[config.mk]
export PLATFORM = sky130hd
export DESIGN_NAME = edge_detect_multi
export DESIGN_NICKNAME = d
export VERILOG_FILES = /design/src/rtl/edge_detect_pkg.sv /design/src/rtl/edge_detect_chan.sv /design/src/rtl/edge_detect_multi.sv
export SDC_FILE = /design/constraint.sdc
export NUM_CORES = 1
export LEC_CHECK = 0
export CAP_MARGIN = 20
export CELL_PAD_IN_SITES_DETAIL_PLACEMENT = 1
export CELL_PAD_IN_SITES_GLOBAL_PLACEMENT = 2
export CORE_ASPECT_RATIO = 0.7
export CORE_MARGIN = 8
export CORE_UTILIZATION = 24
export DETAILED_ROUTE_END_ITERATION = 10
export GPL_ROUTABILITY_DRIVEN = 0
export PLACE_DENSITY = 0.81
export RECOVER_POWER = 25
export SYNTH_ARGS = -nofsm -noshare
export SYNTH_HDL_FRONTEND = slang
export SYNTH_HIERARCHICAL = 1
export SYNTH_SLANG_ARGS = --single-unit
[constraint.sdc]
create_clock -name clk -period 1.4 [get_ports clk]
set_input_delay 0.28 -clock clk [delete_from_list [all_inputs] [get_ports clk]]
set_output_delay 0.28 -clock clk [all_outputs]
set_load 0.03 [all_outputs]
[src/rtl/edge_detect_pkg.sv]
// edge_detect_pkg: shared mode encoding and widths for the multi-channel edge detector.
package edge_detect_pkg;
  localparam int MODE_W = 2;
  typedef enum logic [MODE_W-1:0] {
    EDGE_OFF  = 2'b00,
    EDGE_RISE = 2'b01,
    EDGE_FALL = 2'b10,
    EDGE_BOTH = 2'b11
  } edge_mode_e;
endpackage

[src/rtl/edge_detect_chan.sv]
// edge_detect_chan: one channel of synchroniser, history, edge detect, sticky pending and optional counter.
// Counter and cnt_o exist only when EDGE_DETECT_CNT_EN is defined.
module edge_detect_chan
  import edge_detect_pkg::*;
#(
  parameter int SYNC_STAGES = 2,
  parameter int CNT_W       = 8
) (
  input  logic              clk,
  input  logic              rst_n,
  input  logic              d_i,
  input  logic [MODE_W-1:0] mode_i,
  input  logic              clr_i,
  output logic              pulse_o,
  output logic              pending_o,
  output logic              pending_d_o
`ifdef EDGE_DETECT_CNT_EN
  ,
  output logic [CNT_W-1:0]  cnt_o
`endif
);
  logic s, h_q, h_d, pulse_q, pulse_d, pending_q, pending_d, rise, fall, det_rise, det_fall;
  edge_mode_e mode;
  if (SYNC_STAGES == 0) begin : g_nosync
    assign s = d_i;
  end else begin : g_sync
    logic [SYNC_STAGES-1:0] sync_q, sync_d;
    logic [SYNC_STAGES:0]   sync_w;
    assign sync_w = {sync_q, d_i};
    assign sync_d = sync_w[SYNC_STAGES-1:0];
    assign s      = sync_q[SYNC_STAGES-1];
    always_ff @(posedge clk or negedge rst_n)
      if (!rst_n) sync_q <= '0;
      else        sync_q <= sync_d;
  end
  // History keeps tracking in EDGE_OFF so re-enabling never sees a stale edge.
  always_comb begin
    mode      = edge_mode_e'(mode_i);
    h_d       = s;
    rise      = s & ~h_q;
    fall      = ~s & h_q;
    det_rise  = (mode == EDGE_RISE || mode == EDGE_BOTH) && rise;
    det_fall  = (mode == EDGE_FALL || mode == EDGE_BOTH) && fall;
    pulse_d   = det_rise | det_fall;
    pending_d = pulse_d | (pending_q & ~clr_i);
  end
  always_ff @(posedge clk or negedge rst_n)
    if (!rst_n) begin
      h_q       <= 1'b0;
      pulse_q   <= 1'b0;
      pending_q <= 1'b0;
    end else begin
      h_q       <= h_d;
      pulse_q   <= pulse_d;
      pending_q <= pending_d;
    end
  assign pulse_o     = pulse_q;
  assign pending_o   = pending_q;
  assign pending_d_o = pending_d;
`ifdef EDGE_DETECT_CNT_EN
  logic [CNT_W-1:0] cnt_q, cnt_d;
  // Clear wins over increment but still counts a coincident edge.
  always_comb
    cnt_d = clr_i ? CNT_W'(pulse_d) : (pulse_d && !(&cnt_q)) ? cnt_q + 1'b1 : cnt_q;
  always_ff @(posedge clk or negedge rst_n)
    if (!rst_n) cnt_q <= '0;
    else        cnt_q <= cnt_d;
  assign cnt_o = cnt_q;
`endif
endmodule

[src/rtl/edge_detect_multi.sv]
// edge_detect_multi: WIDTH-channel edge detector with sticky pending flags and a maskable registered irq.
// Define EDGE_DETECT_CNT_EN to add saturating per-channel event counters on cnt_o.
module edge_detect_multi
  import edge_detect_pkg::*;
#(
  parameter int WIDTH       = 4,
  parameter int SYNC_STAGES = 2,
  parameter int CNT_W       = 8
) (
  input  logic                    clk,
  input  logic                    rst_n,
  input  logic [WIDTH-1:0]        data_in,
  input  logic [MODE_W*WIDTH-1:0] mode_i,
  input  logic [WIDTH-1:0]        clr_i,
  input  logic [WIDTH-1:0]        irq_en_i,
  output logic [WIDTH-1:0]        pulse_o,
  output logic [WIDTH-1:0]        pending_o,
  output logic                    irq_o
`ifdef EDGE_DETECT_CNT_EN
  ,
  output logic [WIDTH*CNT_W-1:0]  cnt_o
`endif
);
  logic [WIDTH-1:0] pending_d;
  logic             irq_q, irq_d;
  if (WIDTH < 1 || SYNC_STAGES < 0 || CNT_W < 1) begin : g_param_err
    $error("edge_detect_multi: illegal parameter value");
  end
  for (genvar g = 0; g < WIDTH; g++) begin : g_chan
    edge_detect_chan #(
      .SYNC_STAGES(SYNC_STAGES),
      .CNT_W      (CNT_W)
    ) u_chan (
      .clk        (clk),
      .rst_n      (rst_n),
      .d_i        (data_in[g]),
      .mode_i     (mode_i[MODE_W*g +: MODE_W]),
      .clr_i      (clr_i[g]),
      .pulse_o    (pulse_o[g]),
      .pending_o  (pending_o[g]),
      .pending_d_o(pending_d[g])
`ifdef EDGE_DETECT_CNT_EN
      ,
      .cnt_o      (cnt_o[CNT_W*g +: CNT_W])
`endif
    );
  end
  // Built from the next pending value so irq rises with pending_o.
  always_comb irq_d = |(pending_d & irq_en_i);
  always_ff @(posedge clk or negedge rst_n)
    if (!rst_n) irq_q <= 1'b0;
    else        irq_q <= irq_d;
  assign irq_o = irq_q;
endmodule

# ---- Word level (Yosys, flattened, before mapping)
# Index checks and enable logic that the tools add are counted.
dict set report classes {
  eq_ne 12
  bitwise 33
  n_reduce_logical 17
}
# cell count
set op_table {}
lappend op_table {{2-bit equality test (second input constant)} 8}
lappend op_table {{1-bit bitwise AND} 12}
lappend op_table {{1-bit NOT} 12}
lappend op_table {{2-bit by 1-bit equality test with 1-bit output (second input constant)} 4}
lappend op_table {{1-bit logical AND} 8}
lappend op_table {{1-bit logical OR} 8}
lappend op_table {{1-bit OR} 8}
lappend op_table {{4-bit bitwise AND} 1}
lappend op_table {{4-bit OR reduction} 1}
dict set report word_totals {
  register_bits 21
  out_inout_bits 9
  elab_cells 79
}

# ---- Depth between registers and ports, before layout
# Gate-level depths: netlist of run 1.
dict set report depth {
  word_depth 7
  mapped_depth 4
  ltp_nobuf 4
}

# ---- Hierarchy
# Netlist of run 1, hierarchy kept.
# module n_inst cells_per_inst area_each_um2 seq_area_each_um2
set modules_own_cells {}
lappend modules_own_cells {edge_detect_chan 4 10 153.9 125.1}
lappend modules_own_cells {edge_detect_multi 1 4 43.8 25.0}

# ---- Worst setup path before layout of run 1
# Ideal clock, no wire load.
dict set report synth_path {
  kind {reg2reg}
  startpoint {register g_chan[0].u_chan.pending_q}
  endpoint {register irq_q, in the netlist irq_o}
  setup_ns 0.124
  t_arrival_ns 0.929
  required_ns 1.276
  setup_slack_ns 0.346
  path_stages_with_launch 5
  n_path_buf 0
  period_less_slack_ns 1.054
  path_cell_list {dfrtp_1 inv_1 o221ai_1 a22oi_1 nand2_1}
}
dict set report synth_between {
  elab_chain_len 4
}
# element line_no
set synth_lines {}
lappend synth_lines {{from (decl)} edge_detect_chan.sv:22} ;# logic s, h_q, h_d, pulse_q, pulse_d, pending_q, pending_d, rise, fall, det_rise, det_fall;
lappend synth_lines {{from (signal assigned)} edge_detect_chan.sv:55} ;# pending_q <= pending_d;
lappend synth_lines {{1-bit bitwise AND} edge_detect_chan.sv:45} ;# pending_d = pulse_d | (pending_q & ~clr_i);
lappend synth_lines {{1-bit OR} edge_detect_chan.sv:45}
lappend synth_lines {{named net pending_d[0]} edge_detect_multi.sv:24} ;# logic [WIDTH-1:0] pending_d;
lappend synth_lines {{4-bit bitwise AND} edge_detect_multi.sv:49} ;# always_comb irq_d = |(pending_d & irq_en_i);
lappend synth_lines {{4-bit OR reduction} edge_detect_multi.sv:49}
lappend synth_lines {{named net irq_d} edge_detect_multi.sv:25} ;# logic irq_q, irq_d;
lappend synth_lines {{to (signal assigned)} edge_detect_multi.sv:52} ;# else irq_q <= irq_d;
lappend synth_lines {{to (decl)} edge_detect_multi.sv:25}
# The timed path passes the listed nets, and every way through them passes these cells.

# ---- Worst setup path in the final report of run 1
dict set report layout_path {
  startpoint {register g_chan[0].u_chan.pending_q}
  endpoint {output pending_o[0]}
}
# element line_no
set layout_lines {}
lappend layout_lines {{to (decl)} edge_detect_multi.sv:17} ;# output logic [WIDTH-1:0] pending_o,
# No word-level cell between the ends.

==> metrics.txt, run 1 <==
# TYPE chip_impl_metric gauge
chip_impl_metric{name="insertion_delay",unit="ns"} 0.25
chip_impl_metric{name="final.fill_count",unit=""} 307
chip_impl_metric{name="number_of_max_slew_violations_in_the_final_report",unit=""} 0
chip_impl_metric{name="design.final.nets",unit=""} 102
chip_impl_metric{name="max-cap-violations",unit=""} 0
chip_impl_metric{name="floorplan.initialDensity",unit=""} 0.244
chip_impl_info{name="outcome",value="finished clean"} 1
chip_impl_metric{name="timing.critical_path.buf_inv",unit=""} 1
chip_impl_metric{name="slew_headroom",unit=""} 0.795
chip_impl_metric{name="finish.utilization",unit=""} 0.388
chip_impl_metric{name="dpl_worst_slack",unit="ns"} 0.0145
chip_impl_metric{name="clkSinkCount",unit=""} 21
chip_impl_metric{name="vias_per_cell",unit=""} 4.17
chip_impl_metric{name="fin_worst_hold_slack",unit="ns"} 0.351
chip_impl_metric{name="die_y",unit="um"} 59.9
chip_impl_metric{name="detailroute.via_count",unit=""} 479
chip_impl_metric{name="peak_supply_drop",unit="mV"} 0.463
chip_impl_metric{name="final_critical_path_setup_slack",unit="ns"} 0.123
chip_impl_metric{name="io_buffer_count",unit=""} 30
chip_impl_info{name="end_kind",value="output port"} 1
chip_impl_metric{name="cts_setup_buffers",unit=""} 0
chip_impl_metric{name="post_drt_wl_per_cell",unit="um"} 13.4
chip_impl_metric{name="firstDrtPassIters",unit=""} 4
chip_impl_metric{name="final_hold_vios",unit=""} 0
chip_impl_metric{name="drc",unit=""} 0
chip_impl_info{name="worstPathCellList",value="dlygate4sd2_1"} 1
chip_impl_info{name="tritoncts_clock_tree",value="done"} 1
chip_impl_metric{name="grt_pass1_wl",unit="um"} 2510
chip_impl_metric{name="clk_transition_reported_paths",unit="ns"} 0.07
chip_impl_metric{name="cts_buffers",unit=""} 3
chip_impl_metric{name="die_w",unit="um"} 78.7
chip_impl_metric{name="fin_crit",unit="ns"} 1.28
chip_impl_metric{name="p_leak",unit="nW"} 0.475
chip_impl_metric{name="antenna_nets_post_route",unit=""} 0
chip_impl_info{name="worst_path_dominant_cell_family",value="buffers and inverters"} 1
chip_impl_info{name="root_buffer",value="sky130_fd_sc_hd__clkbuf_8"} 1
chip_impl_metric{name="tightestPinTransition",unit="ns"} 0.309
chip_impl_metric{name="internal-power",unit="W"} 0.000938
chip_impl_info{name="worst-setup-path-type",value="reg2out"} 1
chip_impl_metric{name="area_growth_syn_to_layout",unit="%"} 58.8
chip_impl_metric{name="antenna_found_initial",unit=""} 0
chip_impl_info{name="critical_path.slowest_cell",value="sky130_fd_sc_hd__dlygate4sd2_1"} 1
chip_impl_metric{name="worst-endpoint-required",unit="ns"} 1.12
chip_impl_metric{name="ys_seq_elements",unit=""} 21
chip_impl_metric{name="power.share.clock",unit=""} 0.306
chip_impl_metric{name="coreArea",unit="um2"} 2700
chip_impl_metric{name="cp_slowest_stage_delay",unit="ns"} 0.40
chip_impl_metric{name="rows",unit=""} 16
chip_impl_metric{name="power_switching",unit="W"} 0.000301
chip_impl_metric{name="first_global_vias",unit=""} 510
chip_impl_info{name="element_type_at_the_critical_path_start",value="flip-flop"} 1
chip_impl_metric{name="synth.avg_cell_area",unit="um2"} 15.0
chip_impl_info{name="unrepaired_setup_endpoints_after_global_routing",value="false"} 1
chip_impl_metric{name="power.share.sequential",unit=""} 0.538
chip_impl_metric{name="hpwlAfterDp",unit="um"} 1260
chip_impl_metric{name="final.setup.tns",unit="ns"} 0
chip_impl_metric{name="clock_tree.buffer_depth",unit=""} 2
chip_impl_metric{name="synth.lib_cells_used.distinct",unit=""} 7
chip_impl_metric{name="layout-drive-gt1-share",unit=""} 0.0633
chip_impl_metric{name="grt_use_total",unit=""} 0.0703
chip_impl_metric{name="synth.yosys.warnings",unit=""} 6
chip_impl_metric{name="antenna_cells_inserted",unit=""} 0
chip_impl_metric{name="min_period_over_period",unit=""} 0.912
chip_impl_metric{name="synthesis.area",unit="um2"} 659
chip_impl_metric{name="cells_after_synthesis",unit=""} 44
chip_impl_metric{name="pin_count",unit=""} 31
chip_impl_metric{name="cp.arrival",unit="ns"} 1.00
chip_impl_metric{name="comb_power_share",unit=""} 0.157
chip_impl_metric{name="global_route.overflow_total",unit=""} 0
chip_impl_metric{name="ys_seq_area_frac",unit=""} 0.797
chip_impl_metric{name="grt_start_max_net_pins",unit=""} 22
chip_impl_info{name="timing.hold.worst.class",value="reg2reg"} 1
chip_impl_metric{name="floorplan.die_area",unit="um2"} 4710
chip_impl_metric{name="p_sw_frac",unit=""} 0.243
chip_impl_metric{name="setup_skew_after_layout",unit="ns"} 0.000675
chip_impl_metric{name="power_density",unit="nW/um2"} 1180
chip_impl_metric{name="timing.final.setup_violations",unit=""} 0
chip_impl_metric{name="route.final.wire_length",unit="um"} 1540
chip_impl_metric{name="mappedNetlistNets",unit=""} 66
chip_impl_metric{name="drt_iter0_markers",unit=""} 19
chip_impl_metric{name="max_freq",unit="GHz"} 0.783
chip_impl_metric{name="worstPathMaxFanout",unit=""} 2
chip_impl_metric{name="htree_levels",unit=""} 1
==> cell type report <==
cell class                      count  area, um2  share of cell area
Multi-Input combinational cell     19        119               0.114
Timing Repair Buffer               31        297               0.283
Inverter                            4       15.0              0.0143
Clock inverter                      1       5.00             0.00478
Sequential cell                    21        526               0.502
Tap cell                           36       45.0              0.0430
Clock buffer                        3       41.3              0.0394
==> cell usage after synthesis <==
cell / instances / share of area
sky130_fd_sc_hd__a22oi_1: 2 / 0.023
sky130_fd_sc_hd__dfrtp_1: 21 / 0.80
sky130_fd_sc_hd__inv_1: 4 / 0.023
sky130_fd_sc_hd__nand2_1: 5 / 0.028
sky130_fd_sc_hd__nand3b_1: 4 / 0.046
sky130_fd_sc_hd__o21ai_0: 4 / 0.030
sky130_fd_sc_hd__o221ai_1: 4 / 0.053
==> power groups by stage <==
stage	combinational, W	clock, W	sequential, W
6_report	0.000194	0.000379	0.000666
5_1_grt	0.000210	0.000433	0.000673
4_1_cts	0.000202	0.000403	0.000667
3_5_place_dp	0.000219	0	0.000681
3_3_place_gp	0.000216	0	0.000679
2_1_floorplan	0.0000321	0	0.000729
==> metrics by stage <==
step | cell area [um2] | std cells | power (W)
floorplan | 659 | 44 | 0.000761
global placement | 1010 | 111 | 0.000895
detailed placement | 1010 | 111 | 0.000900
CTS | 1050 | 115 | 0.00127
global route | 1050 | 115 | 0.00132
finish | 1050 | 115 | 0.00124
==> state kept, by name, summed over array words and instances, names as in the netlist <==
register                     count
g_chan.u_chan/g_sync.sync_q      8
g_chan.u_chan/h_q                4
g_chan.u_chan/pending_o          4
g_chan.u_chan/pulse_o            4
irq_o                            1
==> per-layer routing <==
| metal | up-vias | wire length [um] | track usage |
|---|---|---|---|
| li1 | 223 | - | - |
| met4 | 0 | 0 | 0.00787 |
| met1 | 235 | 625 | 0.0800 |
| met2 | 21 | 740 | 0.113 |
| met5 | - | 0 | 0 |
| met3 | 0 | 178 | 0.0435 |
==> cell usage in the layout (no fill, tap or decap), drive strengths merged, types with 2 or more instances in the layout <==
cell type       n
dfrtp          21
dlygate4sd3     4
clkbuf          3
o21ai           4
dlygate4sd2     9
nand3b          4
clkdlybuf4s50  17
inv             4
nand2           5
o221ai          4
a22oi           2
==> kinds of logic (layout without fill, tap and decap cells) <==
family          Yosys count  in the layout  share of synthesized area
compound gates           10             10                      0.106
buf+inv                   4             39                     0.0228
flops                    21             21                      0.797
simple gates              9              9                     0.0740
==> timing repair <==
action | in CTS | in global routing
gates resized for setup | 9 | 0
hold buffers | 0 | 0
endpoints found under the setup margin | 9 | 0
==> worst paths after layout <==
check / from / endpoint / slack [ns] / cells past startpoint
max in group asynchronous: rst_n / g_chan[0].u_chan/pending_o / 0.82 / 2
min: g_chan[2].u_chan/g_sync.sync_q[0] / g_chan[2].u_chan/g_sync.sync_q[1] / 0.35 / 0
min reg2reg: g_chan[2].u_chan/g_sync.sync_q[0] / g_chan[2].u_chan/g_sync.sync_q[1] / 0.35 / 0
min in group asynchronous: rst_n / irq_o / 0.37 / 2
max: g_chan[0].u_chan/pending_o / pending_o[0] / 0.12 / 1
max reg2reg: g_chan[0].u_chan/h_q / irq_o / 0.33 / 4
(Power assumes the default switching activity.)
==> run 2, diff against run 1 <==
==> constraint.sdc (replaced) <==
create_clock -name clk -period 1.4 [get_ports clk]
set_input_delay 0.35 -clock clk [delete_from_list [all_inputs] [get_ports clk]]
set_output_delay 0.35 -clock clk [all_outputs]
set_load 0.03 [all_outputs]
==> metrics.txt, run 2 (same netlist as run 1, synthesis figures left out) <==
# TYPE chip_impl_metric gauge
chip_impl_metric{name="grt_use_total",unit=""} 0.0715
chip_impl_metric{name="slew_headroom",unit=""} 0.795
chip_impl_metric{name="min_period_over_period",unit=""} 0.958
chip_impl_info{name="root_buffer",value="sky130_fd_sc_hd__clkbuf_8"} 1
chip_impl_metric{name="setup_skew_after_layout",unit="ns"} 0.00415
chip_impl_metric{name="area_growth_syn_to_layout",unit="%"} 61.1
chip_impl_metric{name="cp_slowest_stage_delay",unit="ns"} 0.40
chip_impl_metric{name="cts_setup_buffers",unit=""} 0
chip_impl_metric{name="fin_total_pwr",unit="W"} 0.00126
chip_impl_info{name="worst-setup-path-type",value="reg2out"} 1
chip_impl_metric{name="comb_power_share",unit=""} 0.166
chip_impl_metric{name="final.fill_count",unit=""} 297
chip_impl_metric{name="worstPathMaxFanout",unit=""} 2
chip_impl_info{name="worst_path_dominant_cell_family",value="buffers and inverters"} 1
chip_impl_metric{name="timing.critical_path.buf_inv",unit=""} 1
chip_impl_metric{name="cts-hold-fix-buffers",unit=""} 0
chip_impl_metric{name="detailroute.via_count",unit=""} 478
chip_impl_metric{name="fin_crit",unit="ns"} 1.34
chip_impl_metric{name="post_drt_wl_per_cell",unit="um"} 13.3
chip_impl_metric{name="cts_buffers",unit=""} 3
chip_impl_metric{name="pin_count",unit=""} 31
chip_impl_metric{name="insertion_delay",unit="ns"} 0.26
chip_impl_metric{name="power_density",unit="nW/um2"} 1190
chip_impl_info{name="unrepaired_setup_endpoints_after_global_routing",value="false"} 1
chip_impl_metric{name="internal-power",unit="W"} 0.000953
chip_impl_metric{name="power_switching",unit="W"} 0.000307
chip_impl_metric{name="grt.met3_usage",unit=""} 0.0450
chip_impl_metric{name="floorplan.die_area",unit="um2"} 4710
chip_impl_metric{name="tightestPinTransition",unit="ns"} 0.309
chip_impl_metric{name="antenna_cells_inserted",unit=""} 0
chip_impl_info{name="outcome",value="finished clean"} 1
chip_impl_metric{name="rows",unit=""} 16
chip_impl_metric{name="vias_per_cell",unit=""} 4.16
chip_impl_metric{name="floorplan.initialDensity",unit=""} 0.244
chip_impl_metric{name="power.share.clock",unit=""} 0.303
chip_impl_info{name="tritoncts_clock_tree",value="done"} 1
chip_impl_metric{name="clkSinkCount",unit=""} 21
chip_impl_metric{name="power.share.sequential",unit=""} 0.531
chip_impl_metric{name="p_sw_frac",unit=""} 0.244
chip_impl_metric{name="clk_transition_reported_paths",unit="ns"} 0.07
chip_impl_metric{name="antenna_nets_post_route",unit=""} 0
chip_impl_metric{name="max-cap-violations",unit=""} 0
chip_impl_info{name="element_type_at_the_critical_path_start",value="flip-flop"} 1
chip_impl_metric{name="antenna_found_initial",unit=""} 0
chip_impl_metric{name="p_leak",unit="nW"} 0.476
chip_impl_metric{name="cts.repair.resized",unit=""} 8
chip_impl_metric{name="die_w",unit="um"} 78.7
chip_impl_metric{name="grt_start_max_net_pins",unit=""} 22
chip_impl_metric{name="hpwlAfterDp",unit="um"} 1220
chip_impl_metric{name="die_y",unit="um"} 59.9
chip_impl_info{name="most_common_cell_after_layout_fill_and_taps_aside",value="sky130_fd_sc_hd__dfrtp_1"} 1
chip_impl_metric{name="layout-drive-gt1-share",unit=""} 0.0759
chip_impl_metric{name="global_route.overflow_total",unit=""} 0
chip_impl_metric{name="final_hold_vios",unit=""} 0
chip_impl_metric{name="number_of_max_slew_violations_in_the_final_report",unit=""} 0
chip_impl_info{name="end_kind",value="output port"} 1
chip_impl_metric{name="peak_supply_drop",unit="mV"} 0.514
chip_impl_metric{name="timing.final.setup_violations",unit=""} 0
chip_impl_metric{name="io_buffer_count",unit=""} 30
chip_impl_metric{name="design.final.nets",unit=""} 102
chip_impl_metric{name="firstDrtPassIters",unit=""} 2
chip_impl_metric{name="drt_iter0_markers",unit=""} 4
chip_impl_metric{name="clock_tree.buffer_depth",unit=""} 2
chip_impl_info{name="timing.hold.worst.class",value="reg2reg"} 1
chip_impl_metric{name="cp.arrival",unit="ns"} 0.99
chip_impl_metric{name="grt_pass1_wl",unit="um"} 2610
chip_impl_metric{name="largest_register_ffs",unit=""} 8
chip_impl_metric{name="coreArea",unit="um2"} 2700
chip_impl_metric{name="worst-endpoint-required",unit="ns"} 1.05
chip_impl_metric{name="route.final.wire_length",unit="um"} 1530
chip_impl_metric{name="max_freq",unit="GHz"} 0.746
chip_impl_info{name="worstPathCellList",value="dlygate4sd2_1"} 1
chip_impl_info{name="grt-busiest-layer",value="met2"} 1
chip_impl_info{name="most-common-layout-cells",value="sky130_fd_sc_hd__dfrtp_1 (21), sky130_fd_sc_hd__clkdlybuf4s50_1 (17), sky130_fd_sc_hd__nand2_1 (5), sky130_fd_sc_hd__dlygate4sd2_1 (5)"} 1
chip_impl_metric{name="drc",unit=""} 0
chip_impl_metric{name="gr-usage-met1",unit=""} 0.0841
chip_impl_info{name="critical_path.slowest_cell",value="sky130_fd_sc_hd__dlygate4sd2_1"} 1
chip_impl_info{name="largest-register",value="g_chan.u_chan/g_sync.sync_q"} 1
chip_impl_metric{name="fin_worst_hold_slack",unit="ns"} 0.351
chip_impl_metric{name="htree_levels",unit=""} 1
chip_impl_metric{name="grtUsageMet2",unit=""} 0.107
chip_impl_metric{name="first_global_vias",unit=""} 534
==> run 2: cell count changes in the layout (fill, tap and decap cells not counted) <==
cell,previous run,this run
sky130_fd_sc_hd__dlygate4sd2_1,9,5
sky130_fd_sc_hd__clkdlybuf4s15_1,0,3
sky130_fd_sc_hd__buf_12,0,1
==> run 2: final timing paths <==
| path | startpoint | to | slack (ns) | cells past startpoint |
|---|---|---|---|---|
| worst max-delay path | g_chan[1].u_chan/pending_o | pending_o[1] | 0.06 | 1 |
| worst min-delay path | g_chan[2].u_chan/g_sync.sync_q[0] | g_chan[2].u_chan/g_sync.sync_q[1] | 0.35 | 0 |
| worst max register to register | g_chan[0].u_chan/h_q | irq_o | 0.35 | 4 |
| worst min register to register | g_chan[2].u_chan/g_sync.sync_q[0] | g_chan[2].u_chan/g_sync.sync_q[1] | 0.35 | 0 |
| max in group asynchronous | rst_n | g_chan[1].u_chan/g_sync.sync_q[0] | 0.75 | 2 |
| min in group asynchronous | rst_n | g_chan[3].u_chan/pending_o | 0.44 | 2 |
==> run 2: final cells by class <==
class                   count  area, um2  share of cell area
clock buffers               3       41.3              0.0389
well taps                  36       45.0              0.0424
flip-flops and latches     21        526               0.495
inverters                   4       15.0              0.0141
repair buffers             31        312               0.293
clock inverters             1       5.00             0.00471
multi-input cells          19        119               0.112
==> run 2: per-stage QoR <==
step                utilization  cell area, um2  instances  worst slack, ns  TNS, ns
floorplan                     -             659         44            0.346        0
global placement          0.378            1020        111          -0.0426  -0.0426
detailed placement        0.378            1020        111          -0.0298  -0.0298
CTS                       0.392            1060        115           0.0159        0
global route              0.393            1060        115          0.00405        0
finish                    0.393            1060        115           0.0589        0
==> run 2: metal layers <==
layer	wire length, um	part of all wire	up-vias
li1	-	-	224
met4	0	0	0
met2	691	0.45	19
met1	665	0.44	235
met5	0	0	-
met3	171	0.11	0
==> run 2: power groups by stage <==
stage / combinational, W / clock [W] / sequential [W]
global placement: 0.000225 / 0 / 0.000681
global route: 0.000228 / 0.000440 / 0.000676
detailed placement: 0.000229 / 0 / 0.000683
CTS: 0.000215 / 0.000410 / 0.000670
finish: 0.000209 / 0.000382 / 0.000669
floorplan: 0.0000321 / 0 / 0.000729
==> run 3, diff against run 2 <==
Settings changed: ABC_AREA set to 1, CORE_UTILIZATION 24 to 23.
==> metrics.txt, run 3 <==
# TYPE chip_impl_metric gauge
chip_impl_info{name="largest-register",value="g_chan.u_chan/g_sync.sync_q"} 1
chip_impl_metric{name="grt_use_total",unit=""} 0.0646
chip_impl_metric{name="synth_async_sr_flop_share",unit=""} 1.00
chip_impl_info{name="most-common-layout-cells",value="sky130_fd_sc_hd__dfrtp_1 (21), sky130_fd_sc_hd__clkdlybuf4s50_1 (17), sky130_fd_sc_hd__nand2_1 (15)"} 1
chip_impl_metric{name="power_density",unit="nW/um2"} 1150
chip_impl_metric{name="layout-drive-gt1-share",unit=""} 0.0515
chip_impl_metric{name="firstDrtPassIters",unit=""} 2
chip_impl_metric{name="yosys.area_share.xor_xnor",unit=""} 0
chip_impl_metric{name="die_y",unit="um"} 62.0
chip_impl_metric{name="clk_transition_reported_paths",unit="ns"} 0.07
chip_impl_info{name="worst_hold_startpoint",value="g_chan[0].u_chan/g_sync.sync_q[0]"} 1
chip_impl_metric{name="die_w",unit="um"} 81.7
chip_impl_metric{name="final.setup.tns",unit="ns"} 0
chip_impl_metric{name="io_buffer_count",unit=""} 30
chip_impl_metric{name="drt_iter0_markers",unit=""} 2
chip_impl_info{name="most_common_cell_after_layout_fill_and_taps_aside",value="sky130_fd_sc_hd__dfrtp_1"} 1
chip_impl_metric{name="timing.final.setup_violations",unit=""} 0
chip_impl_info{name="end_kind",value="output port"} 1
chip_impl_metric{name="worstPathMaxFanout",unit=""} 2
chip_impl_info{name="element_type_at_the_critical_path_start",value="flip-flop"} 1
chip_impl_metric{name="cts-hold-fix-buffers",unit=""} 0
chip_impl_metric{name="rrSetupSlack",unit="ns"} 0.46
chip_impl_metric{name="floorplan.die_area",unit="um2"} 5060
chip_impl_metric{name="post_dp_cell_area",unit="um2"} 1040
chip_impl_info{name="tritoncts_clock_tree",value="done"} 1
chip_impl_metric{name="final.fill_count",unit=""} 326
chip_impl_metric{name="route.met2.wl",unit="um"} 723
chip_impl_metric{name="htree_levels",unit=""} 1
chip_impl_metric{name="synth.top_cell.area_share",unit=""} 0.757
chip_impl_metric{name="grt_pass1_wl",unit="um"} 2520
chip_impl_info{name="top_layer_used",value="met3"} 1
chip_impl_info{name="r2r_end",value="irq_o"} 1
chip_impl_info{name="root_buffer",value="sky130_fd_sc_hd__clkbuf_8"} 1
chip_impl_metric{name="route.final.wire_length",unit="um"} 1460
chip_impl_metric{name="synthesis.area",unit="um2"} 694
chip_impl_metric{name="post_drt_wl_per_cell",unit="um"} 10.9
chip_impl_metric{name="rows",unit=""} 16
chip_impl_metric{name="design.final.nets",unit=""} 120
chip_impl_metric{name="number_of_max_slew_violations_in_the_final_report",unit=""} 0
chip_impl_metric{name="detailroute.via_count",unit=""} 523
chip_impl_metric{name="worst-endpoint-required",unit="ns"} 1.05
chip_impl_info{name="most_frequent_cell_after_synthesis",value="sky130_fd_sc_hd__dfrtp_1"} 1
chip_impl_info{name="postSynth.topFlopCell",value="sky130_fd_sc_hd__dfrtp_1"} 1
chip_impl_metric{name="min_period_over_period",unit=""} 0.963
chip_impl_metric{name="tightestPinTransition",unit="ns"} 0.331
chip_impl_metric{name="fin_crit",unit="ns"} 1.35
chip_impl_metric{name="grt_start_max_net_pins",unit=""} 22
chip_impl_metric{name="timing.critical_path.buf_inv",unit=""} 1
chip_impl_metric{name="hold_depth",unit=""} 0
chip_impl_metric{name="synth.lib_cells_used.distinct",unit=""} 4
chip_impl_info{name="critical_path.slowest_cell",value="sky130_fd_sc_hd__dlygate4sd2_1"} 1
chip_impl_metric{name="multiInputGateArea",unit="um2"} 116
chip_impl_metric{name="regArea",unit="um2"} 526
chip_impl_metric{name="max-cap-violations",unit=""} 0
chip_impl_metric{name="synth.avg_cell_area",unit="um2"} 11.2
chip_impl_metric{name="floorplan.initialDensity",unit=""} 0.244
chip_impl_info{name="min_to",value="g_chan[0].u_chan/g_sync.sync_q[1]"} 1
chip_impl_info{name="outcome",value="finished clean"} 1
chip_impl_metric{name="ys_seq_area_frac",unit=""} 0.757
chip_impl_metric{name="final_hold_vios",unit=""} 0
chip_impl_metric{name="post_synth_mux_area_share",unit=""} 0
chip_impl_info{name="worst_path_dominant_cell_family",value="buffers and inverters"} 1
chip_impl_metric{name="area_growth_syn_to_layout",unit="%"} 55.5
chip_impl_metric{name="worst-r2r-cell-count",unit=""} 7
chip_impl_metric{name="vias_per_cell",unit=""} 3.93
chip_impl_metric{name="setup_skew_after_layout",unit="ns"} 0.00173
chip_impl_info{name="timing.hold.worst.class",value="reg2reg"} 1
chip_impl_metric{name="clock_tree.buffer_depth",unit=""} 2
chip_impl_metric{name="cells_after_synthesis",unit=""} 62
chip_impl_metric{name="cp.arrival",unit="ns"} 1.00
chip_impl_metric{name="p_leak",unit="nW"} 0.568
chip_impl_metric{name="fin_total_pwr",unit="W"} 0.00124
chip_impl_metric{name="global_route.overflow_total",unit=""} 0
chip_impl_info{name="netlist_top_cells_area",value="sky130_fd_sc_hd__dfrtp_1 (76%), sky130_fd_sc_hd__nand3_1 (8.6%), sky130_fd_sc_hd__nand2_1 (8.1%), sky130_fd_sc_hd__inv_1 (7.6%)"} 1
chip_impl_info{name="unrepaired_setup_endpoints_after_global_routing",value="false"} 1
chip_impl_metric{name="insertion_delay",unit="ns"} 0.25
chip_impl_metric{name="yosys.area_share.adder",unit=""} 0
chip_impl_metric{name="coreArea",unit="um2"} 2840
chip_impl_metric{name="synth-compound-area-share",unit=""} 0
chip_impl_metric{name="cts_buffers",unit=""} 3
chip_impl_metric{name="mappedNetlistNets",unit=""} 84
chip_impl_info{name="synth_top_family_by_area",value="simple AND/OR/NAND/NOR gates"} 1
chip_impl_info{name="start_of_the_worst_register_to_register_path",value="g_chan[0].u_chan/g_sync.sync_q[1]"} 1
chip_impl_metric{name="ys_seq_elements",unit=""} 21
chip_impl_metric{name="drc",unit=""} 0
chip_impl_info{name="worst-setup-path-type",value="reg2out"} 1
chip_impl_metric{name="largest_register_ffs",unit=""} 8
chip_impl_info{name="synth_top_cells_by_count",value="sky130_fd_sc_hd__dfrtp_1 (21), sky130_fd_sc_hd__nand2_1 (15), sky130_fd_sc_hd__inv_1 (14)"} 1
chip_impl_info{name="worstPathCellList",value="dlygate4sd2_1"} 1
chip_impl_metric{name="peak_supply_drop",unit="mV"} 0.594
chip_impl_metric{name="synth_edf_count",unit=""} 0
chip_impl_metric{name="met3RoutedLength",unit="um"} 154
chip_impl_metric{name="first_global_vias",unit=""} 584
chip_impl_metric{name="final_area",unit="um2"} 1080
chip_impl_metric{name="wl_met1",unit="um"} 578
chip_impl_metric{name="pin_count",unit=""} 31
chip_impl_metric{name="antenna_cells_inserted",unit=""} 0
chip_impl_info{name="synth_area_leader_cell",value="sky130_fd_sc_hd__dfrtp_1"} 1
chip_impl_metric{name="synth.yosys.warnings",unit=""} 6
chip_impl_metric{name="antenna_found_initial",unit=""} 0
chip_impl_metric{name="slew_headroom",unit=""} 0.780
chip_impl_metric{name="antenna_nets_post_route",unit=""} 0
chip_impl_metric{name="max_freq",unit="GHz"} 0.742
chip_impl_metric{name="clkSinkCount",unit=""} 21
chip_impl_metric{name="hpwlAfterDp",unit="um"} 1250
chip_impl_metric{name="synth_simple_gate_area_frac",unit=""} 0.168
chip_impl_metric{name="cp_slowest_stage_delay",unit="ns"} 0.41
run 3: changes by cell type in the layout (fill, tap and decap cells not counted), moves of 2 or more:
cell / before / now
sky130_fd_sc_hd__nand3b_1: 4 / 0
sky130_fd_sc_hd__dlygate4sd2_1: 5 / 8
sky130_fd_sc_hd__inv_1: 4 / 14
sky130_fd_sc_hd__o221ai_1: 4 / 0
sky130_fd_sc_hd__nand3_1: 0 / 12
sky130_fd_sc_hd__nand2_1: 5 / 15
sky130_fd_sc_hd__o21ai_0: 4 / 0
sky130_fd_sc_hd__clkdlybuf4s15_1: 3 / 0
sky130_fd_sc_hd__a22oi_1: 2 / 0
run 3: cell type report:
type | instances | share of cell area
sequential | 21 | 0.487
multi-input combinational | 27 | 0.108
clock buffer | 4 | 0.0417
tap | 36 | 0.0417
inverter | 14 | 0.0487
timing repair buffer | 31 | 0.273
run 3: cells by family (layout without fill, tap and decap cells):
logic type / after synthesis / after routing
simple gates: 27 / 27
buf+inv: 14 / 49
flops: 21 / 21
run 3: timing repair:
action | CTS | global route
buffers inserted | 0 | 0
endpoints found under the setup margin | 8 | 0
resized for setup | 8 | 0
run 3: routing by layer:
layer,vias to the layer above,track usage
met1,252,0.0671
met5,-,0
met2,17,0.113
met3,0,0.0445
li1,254,-
met4,0,0
run 3: metrics by stage:
step / hold WS, ns / setup WS [ns] / cells / utilization
final: 0.352 / 0.0516 / 133 / 0.380
after global routing: 0.373 / 0.00399 / 133 / 0.380
after global placement: 0.335 / 0.0540 / 129 / 0.368
after detailed placement: 0.346 / 0.0430 / 129 / 0.368
after CTS: 0.353 / 0.0337 / 133 / 0.380
after floorplan: 0.0544 / 0.440 / 62 / -
run 3: how the worst max path moves through the flow:
| stage | cells past startpoint | endpoint | start |
|---|---|---|---|
| floorplan | 6 | irq_o | g_chan[0].u_chan/pending_o |
| global route | 1 | pending_o[1] | g_chan[1].u_chan/pending_o |
| finish | 1 | pending_o[3] | g_chan[3].u_chan/pending_o |
| detailed placement | 1 | pending_o[1] | g_chan[1].u_chan/pending_o |
| CTS | 1 | pending_o[3] | g_chan[3].u_chan/pending_o |
| global placement | 1 | pending_o[1] | g_chan[1].u_chan/pending_o |
run 3: power breakdown:
group / leakage, nW / total (W) / switching, W / internal, W
Sequential: 0.252 / 0.000666 / 0.0000170 / 0.000649
Clock: 0.0228 / 0.000372 / 0.000170 / 0.000202
Combinational: 0.293 / 0.000199 / 0.000107 / 0.0000921
Total: 0.568 / 0.00124 / 0.000295 / 0.000943
